File: src/rtl/game_io_pkg.sv
// rtl/game_io_pkg.sv - shared address map, CTRL/STATUS bit indices and winner width helper
package game_io_pkg;

    // Word address map
    localparam int ADDR_CTRL        = 0;
    localparam int ADDR_FRAME_CNT   = 1;
    localparam int ADDR_SH_BALL_X   = 2;
    localparam int ADDR_SH_BALL_Y   = 3;
    localparam int ADDR_SH_WINNER   = 4;
    localparam int ADDR_BALL_XLIM   = 5;
    localparam int ADDR_BALL_YLIM   = 6;
    localparam int ADDR_PLAYER_BASE = 8;
    localparam int PLAYER_STRIDE    = 6;

    // Field offsets inside one player's block
    localparam int PF_PAD_LEFT   = 0;
    localparam int PF_PAD_RIGHT  = 1;
    localparam int PF_PAD_TOP    = 2;
    localparam int PF_PAD_BOTTOM = 3;
    localparam int PF_SEG_TOP    = 4;
    localparam int PF_SEG_BOTTOM = 5;

    // CTRL (write) / STATUS (read) bit positions
    localparam int BIT_COMMIT = 0;
    localparam int BIT_READY  = 1;
    localparam int BIT_SERVE  = 2;

    // Winner encoding: 0 = none, 1..num_players = player id
    function automatic int win_w(input int num_players);
        return $clog2(num_players + 1);
    endfunction

endpackage

File: src/rtl/shadow_commit_reg.sv
// rtl/shadow_commit_reg.sv - CPU shadow register plus display-visible copy
// Ports: clock/reset (async high); wr/wdata write the shadow; commit copies
// shadow->visible; load_init forces both to init. A CPU write beats load_init
// on the shadow; load_init beats commit on the visible copy. Commit always
// uses the pre-edge shadow value.
module shadow_commit_reg #(
    parameter int W = 8
) (
    input  logic         clock,
    input  logic         reset,
    input  logic         wr,
    input  logic [W-1:0] wdata,
    input  logic         commit,
    input  logic         load_init,
    input  logic [W-1:0] init,
    output logic [W-1:0] shadow,
    output logic [W-1:0] visible
);

    always_ff @(posedge clock or posedge reset) begin
        if (reset) begin
            shadow  <= '0;
            visible <= '0;
        end else begin
            if (wr)
                shadow <= wdata;
            else if (load_init)
                shadow <= init;

            if (load_init)
                visible <= init;
            else if (commit)
                visible <= shadow;
        end
    end

endmodule

File: src/rtl/frame_sync_game_io.sv
// rtl/frame_sync_game_io.sv - frame-synchronised memory-mapped game I/O bank
// Ports: clock/reset (async high); posEdgeScreenEnd frame strobe; io_we/io_addr/
// io_wdata/io_rdata CPU port (combinational read); ball/paddle/segment live
// inputs; ball_x/ball_y/winner committed display outputs; frame_ready flag.
module frame_sync_game_io
    import game_io_pkg::*;
#(
    parameter int NUM_PLAYERS = 2,
    parameter int X_W         = 10,
    parameter int Y_W         = 9,
    parameter int DATA_W      = 32,
    parameter int ADDR_W      = 6,
    parameter int FCNT_W      = 16,
    parameter int WIN_W       = win_w(NUM_PLAYERS)
) (
    input  logic                       clock,
    input  logic                       reset,
    input  logic                       posEdgeScreenEnd,
    input  logic                       io_we,
    input  logic [ADDR_W-1:0]          io_addr,
    input  logic [DATA_W-1:0]          io_wdata,
    output logic [DATA_W-1:0]          io_rdata,
    input  logic [X_W-1:0]             ball_xinit,
    input  logic [Y_W-1:0]             ball_yinit,
    input  logic [X_W-1:0]             ball_xlim,
    input  logic [Y_W-1:0]             ball_ylim,
    input  logic [NUM_PLAYERS*X_W-1:0] pad_left,
    input  logic [NUM_PLAYERS*X_W-1:0] pad_right,
    input  logic [NUM_PLAYERS*Y_W-1:0] pad_top,
    input  logic [NUM_PLAYERS*Y_W-1:0] pad_bottom,
    input  logic [NUM_PLAYERS*Y_W-1:0] seg_top,
    input  logic [NUM_PLAYERS*Y_W-1:0] seg_bottom,
    output logic [X_W-1:0]             ball_x,
    output logic [Y_W-1:0]             ball_y,
    output logic [WIN_W-1:0]           winner,
    output logic                       frame_ready
);

    logic [31:0] addr_ext;
    assign addr_ext = 32'(io_addr);

    logic ctrl_we, sh_x_we, sh_y_we, sh_win_we;
    assign ctrl_we   = io_we && (addr_ext == ADDR_CTRL);
    assign sh_x_we   = io_we && (addr_ext == ADDR_SH_BALL_X);
    assign sh_y_we   = io_we && (addr_ext == ADDR_SH_BALL_Y);
    assign sh_win_we = io_we && (addr_ext == ADDR_SH_WINNER);

    logic              commit_pending, serve_pending, ready;
    logic [FCNT_W-1:0] frame_cnt;
    logic              do_commit, do_serve;

    // Decisions use the pre-edge pending flags; serve overrides commit inside
    // the shadow registers.
    assign do_serve  = posEdgeScreenEnd && serve_pending;
    assign do_commit = posEdgeScreenEnd && commit_pending;

    // A CTRL set in the strobe cycle wins over the strobe's clear, while the
    // strobe's set of ready wins over a CTRL clear.
    always_ff @(posedge clock or posedge reset) begin
        if (reset) begin
            commit_pending <= 1'b0;
            serve_pending  <= 1'b1;
            ready          <= 1'b0;
            frame_cnt      <= '0;
        end else begin
            if (posEdgeScreenEnd)
                frame_cnt <= frame_cnt + FCNT_W'(1);

            if (posEdgeScreenEnd)
                ready <= 1'b1;
            else if (ctrl_we && io_wdata[BIT_READY])
                ready <= 1'b0;

            if (ctrl_we && io_wdata[BIT_COMMIT])
                commit_pending <= 1'b1;
            else if (posEdgeScreenEnd)
                commit_pending <= 1'b0;

            if (ctrl_we && io_wdata[BIT_SERVE])
                serve_pending <= 1'b1;
            else if (posEdgeScreenEnd)
                serve_pending <= 1'b0;
        end
    end

    assign frame_ready = ready;

    logic [X_W-1:0]   sh_x;
    logic [Y_W-1:0]   sh_y;
    logic [WIN_W-1:0] sh_win;

    shadow_commit_reg #(.W(X_W)) u_ball_x (
        .clock(clock), .reset(reset), .wr(sh_x_we), .wdata(io_wdata[X_W-1:0]),
        .commit(do_commit), .load_init(do_serve), .init(ball_xinit),
        .shadow(sh_x), .visible(ball_x)
    );

    shadow_commit_reg #(.W(Y_W)) u_ball_y (
        .clock(clock), .reset(reset), .wr(sh_y_we), .wdata(io_wdata[Y_W-1:0]),
        .commit(do_commit), .load_init(do_serve), .init(ball_yinit),
        .shadow(sh_y), .visible(ball_y)
    );

    shadow_commit_reg #(.W(WIN_W)) u_winner (
        .clock(clock), .reset(reset), .wr(sh_win_we), .wdata(io_wdata[WIN_W-1:0]),
        .commit(do_commit), .load_init(do_serve), .init(WIN_W'(0)),
        .shadow(sh_win), .visible(winner)
    );

    logic [X_W-1:0] xlim_q;
    logic [Y_W-1:0] ylim_q;

    always_ff @(posedge clock or posedge reset) begin
        if (reset) begin
            xlim_q <= '0;
            ylim_q <= '0;
        end else if (posEdgeScreenEnd) begin
            xlim_q <= ball_xlim;
            ylim_q <= ball_ylim;
        end
    end

    // Each player block drives zero unless the address hits it, so the
    // per-player read contributions can simply be OR-ed.
    logic [NUM_PLAYERS-1:0][DATA_W-1:0] player_rd;

    for (genvar p = 0; p < NUM_PLAYERS; p++) begin : g_player
        localparam int BASE = ADDR_PLAYER_BASE + p * PLAYER_STRIDE;

        logic [X_W-1:0]    left_q, right_q;
        logic [Y_W-1:0]    top_q, bottom_q, seg_top_q, seg_bottom_q;
        logic [DATA_W-1:0] rd;

        always_ff @(posedge clock or posedge reset) begin
            if (reset) begin
                left_q       <= '0;
                right_q      <= '0;
                top_q        <= '0;
                bottom_q     <= '0;
                seg_top_q    <= '0;
                seg_bottom_q <= '0;
            end else if (posEdgeScreenEnd) begin
                left_q       <= pad_left[p*X_W +: X_W];
                right_q      <= pad_right[p*X_W +: X_W];
                top_q        <= pad_top[p*Y_W +: Y_W];
                bottom_q     <= pad_bottom[p*Y_W +: Y_W];
                seg_top_q    <= seg_top[p*Y_W +: Y_W];
                seg_bottom_q <= seg_bottom[p*Y_W +: Y_W];
            end
        end

        always_comb begin
            rd = '0;
            case (addr_ext)
                BASE + PF_PAD_LEFT:   rd = DATA_W'(left_q);
                BASE + PF_PAD_RIGHT:  rd = DATA_W'(right_q);
                BASE + PF_PAD_TOP:    rd = DATA_W'(top_q);
                BASE + PF_PAD_BOTTOM: rd = DATA_W'(bottom_q);
                BASE + PF_SEG_TOP:    rd = DATA_W'(seg_top_q);
                BASE + PF_SEG_BOTTOM: rd = DATA_W'(seg_bottom_q);
                default:              rd = '0;
            endcase
        end

        assign player_rd[p] = rd;
    end

    always_comb begin
        io_rdata = '0;
        case (addr_ext)
            ADDR_CTRL: begin
                io_rdata[BIT_COMMIT] = commit_pending;
                io_rdata[BIT_READY]  = ready;
                io_rdata[BIT_SERVE]  = serve_pending;
            end
            ADDR_FRAME_CNT: io_rdata = DATA_W'(frame_cnt);
            ADDR_SH_BALL_X: io_rdata = DATA_W'(sh_x);
            ADDR_SH_BALL_Y: io_rdata = DATA_W'(sh_y);
            ADDR_SH_WINNER: io_rdata = DATA_W'(sh_win);
            ADDR_BALL_XLIM: io_rdata = DATA_W'(xlim_q);
            ADDR_BALL_YLIM: io_rdata = DATA_W'(ylim_q);
            default: begin
                for (int p = 0; p < NUM_PLAYERS; p++)
                    io_rdata = io_rdata | player_rd[p];
            end
        endcase
    end

    // Only the low bits of write data reach any register.
    logic unused_wdata;
    assign unused_wdata = ^io_wdata;

endmodule

File: config.mk
export PLATFORM = sky130hd
export DESIGN_NAME = frame_sync_game_io
export DESIGN_NICKNAME = d
export VERILOG_FILES = /design/src/rtl/game_io_pkg.sv /design/src/rtl/shadow_commit_reg.sv /design/src/rtl/frame_sync_game_io.sv
export SDC_FILE = /design/constraint.sdc
export NUM_CORES = 1
export LEC_CHECK = 0
export CORE_MARGIN = 3
export CORE_UTILIZATION = 40
export CTS_BUF_LIST = sky130_fd_sc_hd__clkbuf_8
export CTS_CLUSTER_SIZE = 30
export DETAILED_ROUTE_END_ITERATION = 10
export PLACE_DENSITY = 0.77
export SLEW_MARGIN = 10
export SYNTH_ARGS = -nofsm -noshare
export SYNTH_HDL_FRONTEND = slang
export SYNTH_SLANG_ARGS = --single-unit
File: constraint.sdc
create_clock -name clock -period 15.1 [get_ports clock]
set_clock_uncertainty 0.05 [all_clocks]
set_input_delay 3.02 -clock clock [delete_from_list [all_inputs] [get_ports clock]]
set_output_delay 3.02 -clock clock [all_outputs]
set_load 0.03 [all_outputs]
==> impl.org, run 1 <==
** Clock tree
- Inserted Clock Buffers :: 17
- After clock tree synthesis, the repair step resized 0 gates.
- Insertion delay of the later-clocked pin in the worst-skew pair :: 0.47 ns
- Post-CTS Repair Setup Buffers :: 0
- The root buffer cell chosen for the clock tree is sky130_fd_sc_hd__clkbuf_8.
- In this run, post-CTS hold repair placed 0 buffers.
- Num Clock Sinks :: 192
- TritonCTS built the clock tree.
- H-tree levels :: 4
- Clock transition time at the flip-flop clock pins of the worst setup and hold paths :: 0.09 ns
- Counting along the longest clock path gives a buffer depth of 2.

** Placed design
- At the end of routability-driven placement, the weighted congestion stood at 0.881.
- Port Buf Inserts :: 207
- Summed over all nets, the half-perimeter wirelength after detailed placement is approximately 18 mm.
- Total placed cells including tap cells :: 1192

** Setup path
- Standard cell with the maximum stage delay on the critical path :: sky130_fd_sc_hd__nor3b_1
- The largest single stage delay on the critical path is 0.85 ns.
- Among the stages of the critical path, the cell type that occurs most often is sky130_fd_sc_hd__clkdlybuf4s50_1.
- Endpoint kind of the worst setup timing path :: output pin
- For the worst setup path, the data required time is 12.03 ns.
- The critical path in this run is classified as input pin to output pin.
- Worst-path cell chain :: clkdlybuf4s50_1, nor3b_1, nand2_1, o22ai_1, nor3_1, a31oi_1, clkdlybuf4s50_1
- Along the worst path, the maximum fanout reaches 9.
- For the worst setup path, the data arrival time is 6.05 ns.
- Startpoint kind of the worst setup timing path :: input pin

** Global route
- Aggregate global routing overflow :: 0
- Via count of the first global-routing pass :: 6686
- First-pass GRT wire length :: 38.4 mm
- Global Route Usage Sum :: 0.206
- Entering global routing, the biggest net connects 129 pins.
- Antenna violations before repair :: 1

** Floorplan
- Row generation in the floorplan step produced 54 rows.
- The initial utilization of the core area, before any placement, comes to 0.412.
- For this design the top-level I/O count stands at about 250.
- DIE WIDTH :: 157 um
- From bottom edge to top edge, the die measures 157 um.
- Area of the die :: 24500 sq um
- The floorplan step defined a core boundary enclosing between 20000 and 25000 sq um.

** Routing
- Detailed-route vias per instance :: between 5 and 6
- Iter 0 DRT Violations :: 436
- Total iterations of the first detailed-routing run :: 5
- The final layout contains routed wiring with a total length of 25.1 mm.
- The count of nets left with antenna violations once routing finished came out at 0.
- Avg WL per Cell :: about 20 um
- Remaining DRCs :: 0
- The routed layout has about 6600 vias.

** Synthesis
- Number of flip-flops and latches in the synthesized netlist :: ~190
- In this run the cell area of the synthesized design comes to 9070 sq um.
- The share of synthesized area in the top cell type comes to 0.527.
- Yosys mapped the design onto 56 distinct sky130hd cell types.
- Leading cell types by total area after synthesis :: sky130_fd_sc_hd__dfrtp_1, sky130_fd_sc_hd__mux2_2, sky130_fd_sc_hd__mux2i_1
- Leading area contributor after synthesis :: sky130_fd_sc_hd__dfrtp_1
- Synthesis produced a netlist whose cell count is roughly 750.
- Among all cell types in the netlist, the one instantiated most often is sky130_fd_sc_hd__dfrtp_1.
- Each instance of the synthesized netlist takes up on average 12.2 sq um.
- Number of flops mapped to enable cells by yosys :: 0
- Asr flop ratio synth :: 1.00
- Among all flip-flop cells after synthesis, the most frequent one is sky130_fd_sc_hd__dfrtp_1.
- The Yosys step of the flow raised 0 warnings.
- Post-synth top cells :: sky130_fd_sc_hd__dfrtp_1, sky130_fd_sc_hd__mux2_2, sky130_fd_sc_hd__nand2_1, sky130_fd_sc_hd__mux2i_1, sky130_fd_sc_hd__nor2_1
- Sequential-to-total area share from yosys stat :: 0.530

** Power
- Overall power consumption :: 1260 uW
- Worst vdd rail ir drop :: 0.0558 mV
- For this design the static power due to leakage is ~0.005 uW.
- In this run the power density over the cells is 108 nW/um^2.

** Timing
- In this run the tightest slew margin relative to its limit is 0.183.
- Timing would allow up to between 100 and 150 MHz.
- Slew at the pin closest to its max-slew limit :: 1.22 ns
- The count of final max-slew check failures was 0.
- The worst path in the final design needs a cycle of 9.12 ns, including I/O delays and setup.
- Setup TNS :: 0 ns
- Dividing the final minimum period by the clock period gives 0.604.
- Setup repair after global routing left no endpoint under its margin.
- Final setup viols :: 0
- The number of hold violations in the final report was 0.

** Outcome
- Result of the run :: finished clean

** Layout
- In the final layout, the multi-input gates occupy slightly below 4000 sq um.
- 0 antenna diodes ended up in the layout.
- Area growth, synth to finish :: 28.9%
- Final cell count without fillers :: 1224
- Sequential Area :: 4810 sq um
- Final layout net count :: 1124
- FILL cells :: 1903
- In the final layout, the share of cells above drive strength 1 is 0.222.

** Worst hold path
- The min-delay analysis places its worst path in the category register to register.

** Flow run
- Maxcap violations :: 0
[where the power goes]
part	total [uW]	switching (uW)	internal (uW)
combinational	265	129	136
clock	368	199	169
sequential	632	47.6	584
[worst max-delay path, delay by kind of cell]
| family | cells | cell delay (ns) |
|---|---|---|
| buf+inv | 2 | 1.37 |
| simple gates | 3 | 1.23 |
| compound gates | 2 | 0.42 |
[cells by family (layout without fill, tap and decap cells)]
logic type,count (synthesis),count (layout),share of synthesized area
other,1,16,0.000414
xor gates and xnor gates,15,15,0.0145
muxes,194,194,0.240
DFF,192,192,0.530
AOI/OAI and AO/OA,118,118,0.0839
adders and majority gates,1,1,0.00138
buffers and inverters,67,251,0.0396
and+or+nand+nor,157,157,0.0897
[worst paths after layout]
check / start / endpoint / slack (ns) / cells after the start
worst max-delay path: io_addr[3] / io_rdata[1] / 5.98 / 7
worst min-delay path: frame_cnt[15]$_DFFE_PP0P_ / frame_cnt[15]$_DFFE_PP0P_ / 0.42 / 1
worst max register to register: serve_pending$_DFFE_PP1P_ / u_winner.shadow[0]$_DFFE_PP0P_ / 12.89 / 3
worst min register to register: frame_cnt[15]$_DFFE_PP0P_ / frame_cnt[15]$_DFFE_PP0P_ / 0.42 / 1
max in group asynchronous: reset / g_player[1].left_q[0]$_DFFE_PP0P_ / 10.54 / 3
min in group asynchronous: reset / u_ball_y.visible[7]$_DFFE_PP0P_ / 3.07 / 2
[state kept, by name, summed over array words and instances, names as in the netlist, 9 cells and up]
register	count
g_player.bottom_q	18
g_player.left_q	20
u_ball_y.visible	9
g_player.right_q	20
u_ball_x.shadow	10
g_player.seg_top_q	18
ylim_q	9
xlim_q	10
g_player.top_q	18
u_ball_y.shadow	9
frame_cnt	16
u_ball_x.visible	10
g_player.seg_bottom_q	18
[layer usage]
metal | global-route usage | vias up | wire [um]
met3 | 0.0387 | 37 | 1370
met2 | 0.332 | 228 | 12300
met1 | 0.280 | 3285 | 10700
met4 | 0.0729 | 2 | 649
met5 | 0 | - | 9
li1 | - | 3043 | -
[cells in the final DEF (no fill, tap or decap), types with 6 or more instances in the layout]
cell and instances:
sky130_fd_sc_hd__xnor2_1 10, sky130_fd_sc_hd__nand4_1 6, sky130_fd_sc_hd__conb_1 16, sky130_fd_sc_hd__clkbuf_8 17, sky130_fd_sc_hd__buf_4 6, sky130_fd_sc_hd__a22oi_1 15
sky130_fd_sc_hd__mux2_2 150, sky130_fd_sc_hd__a21oi_1 30, sky130_fd_sc_hd__nand3_1 23, sky130_fd_sc_hd__nor3_1 15, sky130_fd_sc_hd__a31oi_1 8, sky130_fd_sc_hd__clkdlybuf4s50_1 203
sky130_fd_sc_hd__nand2_1 45, sky130_fd_sc_hd__dfrtp_1 191, sky130_fd_sc_hd__o21ai_0 29, sky130_fd_sc_hd__nor2_1 34, sky130_fd_sc_hd__and3_1 7, sky130_fd_sc_hd__mux2i_1 40
[final cells by class]
type	instances	share of cell area
multi-input combinational	501	0.339
timing repair buffer	213	0.180
clock inverter	15	0.0172
tap	280	0.0300
sequential	192	0.411
inverter	6	0.00257
clock buffer	17	0.0200
[per-stage QoR]
step / setup slack, ns / area [sq um] / utilization / hold slack (ns)
6_report: 5.98 / 11700 / 0.531 / 0.418
5_1_grt: 5.73 / 11700 / 0.531 / 0.446
4_1_cts: 5.98 / 11700 / 0.531 / 0.417
3_5_place_dp: 5.99 / 11300 / 0.511 / 0.404
3_3_place_gp: 6.03 / 11300 / 0.511 / 0.399
2_1_floorplan: 6.80 / 9120 / - / 0.384
(Power assumes the default switching activity.)
==> run 2, diff against run 1 <==
==> constraint.sdc (replaced) <==
create_clock -name clock -period 9.2 [get_ports clock]
set_clock_uncertainty 0.05 [all_clocks]
set_input_delay 1.84 -clock clock [delete_from_list [all_inputs] [get_ports clock]]
set_output_delay 1.84 -clock clock [all_outputs]
set_load 0.03 [all_outputs]
==> impl.org, run 2 (synthesis gave the netlist of run 1 again) <==
** Outcome
- Result of the run :: finished clean (unchanged)

** Setup path
- Worst-path cell chain :: clkdlybuf4s50_1, nor3b_1, nand2_1, o22ai_1, nor3_1, a31oi_1, clkdlybuf4s50_1 (unchanged)
- Maximum fanout encountered on the critical timing path :: 9 (unchanged)
- The critical path's most frequent cell is sky130_fd_sc_hd__clkdlybuf4s50_1 (unchanged).
- Crit path kind :: input pin to output pin (unchanged)
- The cell type of the slowest stage on the worst timing path is sky130_fd_sc_hd__nor3b_1 (unchanged).
- Endpoint kind of the worst setup timing path :: output pin (unchanged)
- The cell class contributing the biggest share of worst-path delay was buffers and inverters (unchanged).
- CP required :: 7.31 ns (was 12.03 ns)
- The delay of the slowest cell on the worst path was 0.94 ns (was 0.85 ns).
- Startpoint kind of the worst setup timing path :: input pin (unchanged)
- The signal arrival time at the worst endpoint is 5.00 ns (was 6.05 ns).
- The buffers plus inverters on the worst setup path is 2 (unchanged).

** Floorplan
- The die span in y is 157 um (unchanged).
- The area of the core came to 22000 sq um (unchanged).
- Initial standard-cell utilization of the core :: 0.412 (unchanged)
- Site row count :: 54 (unchanged)
- The die width came to 157 um (unchanged).
- The die outline area was 24500 sq um (unchanged).
- # IOs :: 246 (unchanged)

** Clock tree
- The CTS tree was built (unchanged).
- The TritonCTS buffer count is 17 (unchanged).
- The cell at the root of the clock tree is sky130_fd_sc_hd__clkbuf_8 (unchanged).
- Post_cts resized :: 0 (unchanged)
- The total number of clock tree sinks came to 192 (unchanged).
- The H-tree level count was 4 (unchanged).
- The maximum buffer depth of the clock tree is 2 (unchanged).
- The post-cts hold buffer count is 0 (unchanged).
- Post-CTS Repair Setup Buffers :: 0 (unchanged)
- The later-pin clock latency in the skew report came to 0.48 ns (was 0.47 ns).
- Clock transition time at the flip-flop clock pins of the worst setup and hold paths :: 0.09 ns (about the same)

** Layout
- The leading cell type in the layout, fill and taps excluded is sky130_fd_sc_hd__clkdlybuf4s50_1 (unchanged).
- Most frequent cells in the layout: sky130_fd_sc_hd__clkdlybuf4s50_1, sky130_fd_sc_hd__dfrtp_1, sky130_fd_sc_hd__mux2_2, sky130_fd_sc_hd__nand2_1, sky130_fd_sc_hd__mux2i_1 (unchanged).
- Design Area, Final :: 11700 sq um (about the same)
- Largest registers in the final layout: g_player.left_q (20), g_player.right_q (20) (unchanged).
- The final net count is 1124 (unchanged).
- The area added between synthesis and finish was 29.1% (was 28.9%).
- The total of fill cells in the finished design came to 1936 (was 1903).
- The final non-filler cell total is 1226 (was 1224).
- The share of final-layout standard cells stronger than drive strength 1 came to 0.220 (was 0.222).

** Timing
- Upper clock frequency limit :: 145 MHz
- Final setup viols :: 0 (unchanged)
- The total negative slack for setup checks was 0 ns (unchanged).
- Hold violation count in the final report :: 0 (unchanged)
- The actual transition at the worst max-transition pin was 1.18 ns (was 1.22 ns).
- RSZ-0062 raised after global routing :: no (unchanged)
- Final Cycle Share :: 0.749
- Final Slew Violations :: 0 (unchanged)
- Worst slew margin relative to its limit :: 0.213 (was 0.183)
- The worst path in the final design needs a cycle of 6.89 ns, including I/O delays and setup.

** Global route
- The global-route wire length before repair came to 38.7 mm (was 38.4 mm).
- The overall fraction of global-route tracks in use came to 0.208 (was 0.206).
- The number of global-route vias before repair came to 6797 (was 6686).
- Antenna violations before repair :: 3 (was 1)
- Maximum number of pins on one net before global-route repair :: 130 (was 129)
- The overflow left after global routing was 0 (unchanged).

** Power
- The standby leakage power came to 0.00494 uW (was 0.00492 uW).
- The maximum resistive drop on vdd came to 0.102 mV (was 0.0558 mV).
- The power per cell area is 180 nW/um^2 (was 108 nW/um^2).

** Routing
- The post-detailed-route wirelength per cell is 20.8 um (was 20.5 um).
- Vias after detailed routing :: 6699 (was 6595)
- WL final :: 25.5 mm (was 25.1 mm)
- The initial DRC count is 508 (was 436).
- The number of vias per cell came to 5.46 (was 5.39).
- The final antenna-violating net count was 0 (unchanged).
- Total iterations of the first detailed-routing run :: 5 (unchanged)
- Remaining DRCs :: 0 (unchanged)

** Flow run
- The number of violations of the max-capacitance limit was 0 (unchanged).

** Placed design
- Final weighted congestion in routability-driven placement :: 0.913 (was 0.881)
- Total placed cells including tap cells :: 1192 (unchanged)
- Post-Place Cell Area :: 11300 sq um (unchanged)
- Port Buf Inserts :: 207 (unchanged)
- The post-DP HPWL is 18.8 mm (was 18.3 mm).

** Worst hold path
- Min-delay worst type :: register to register (unchanged)
## run 2: cell types whose count changed in the layout (fill, tap and decap cells not counted), sizes merged
cell | before | now
bufinv | 3 | 4
clkinvlp | 3 | 1
clkinv | 4 | 1
inv | 11 | 14
diode | 0 | 2
clkbuf | 17 | 18
## run 2: metrics by stage
step | hold slack [ns] | total power, uW | util | setup WS, ns
finish | 0.410 | 2100 | 0.531 | 2.31
CTS | 0.416 | 2110 | 0.531 | 2.44
global route | 0.442 | 2200 | 0.531 | 2.23
global placement | 0.400 | 1480 | 0.511 | 2.50
floorplan | 0.384 | 1290 | - | 2.08
detailed placement | 0.404 | 1490 | 0.511 | 2.44
## run 2: final timing paths
check,startpoint,end,slack (ns),cells past startpoint
worst max-delay path,io_addr[3],io_rdata[1],2.31,7
worst min-delay path,frame_cnt[15]$_DFFE_PP0P_,frame_cnt[15]$_DFFE_PP0P_,0.41,1
worst max register to register,serve_pending$_DFFE_PP1P_,u_winner.visible[1]$_DFFE_PP0P_,6.99,3
worst min register to register,frame_cnt[15]$_DFFE_PP0P_,frame_cnt[15]$_DFFE_PP0P_,0.41,1
max in group asynchronous,reset,g_player[1].left_q[5]$_DFFE_PP0P_,5.77,3
min in group asynchronous,reset,u_ball_x.visible[7]$_DFFE_PP0P_,1.85,2
## run 2: area by class of cell
cell class	instances	area [sq um]	area share
Sequential cell	192	4810	0.411
Clock inverter	14	199	0.0170
Multi-Input combinational cell	501	3960	0.339
Timing Repair Buffer	213	2100	0.180
Clock buffer	18	248	0.0212
Tap cell	280	350	0.0299
Inverter	6	30.0	0.00257
Antenna cell	2	5.00	0.000428
## run 2: worst register-to-register path, delay by kind of cell (launching register included)
| family | cells | cell delay (ns) |
|---|---|---|
| and+or+nand+nor | 2 | 1.19 |
| DFF | 1 | 0.57 |
| muxes | 1 | 0.28 |
## run 2: power by group
part           internal [uW]  switching [uW]  total [uW]
registers                958            79.9        1040
logic                    224             213         437
clock network            308             319         627
## run 2: metal layers
| layer | GRT usage | routed length [um] | up-vias |
|---|---|---|---|
| met4 | 0.0754 | 835 | 2 |
| met3 | 0.0492 | 1620 | 45 |
| met2 | 0.338 | 12300 | 275 |
| met1 | 0.274 | 10700 | 3325 |
| li1 | - | - | 3052 |
| met5 | 0 | 11 | - |
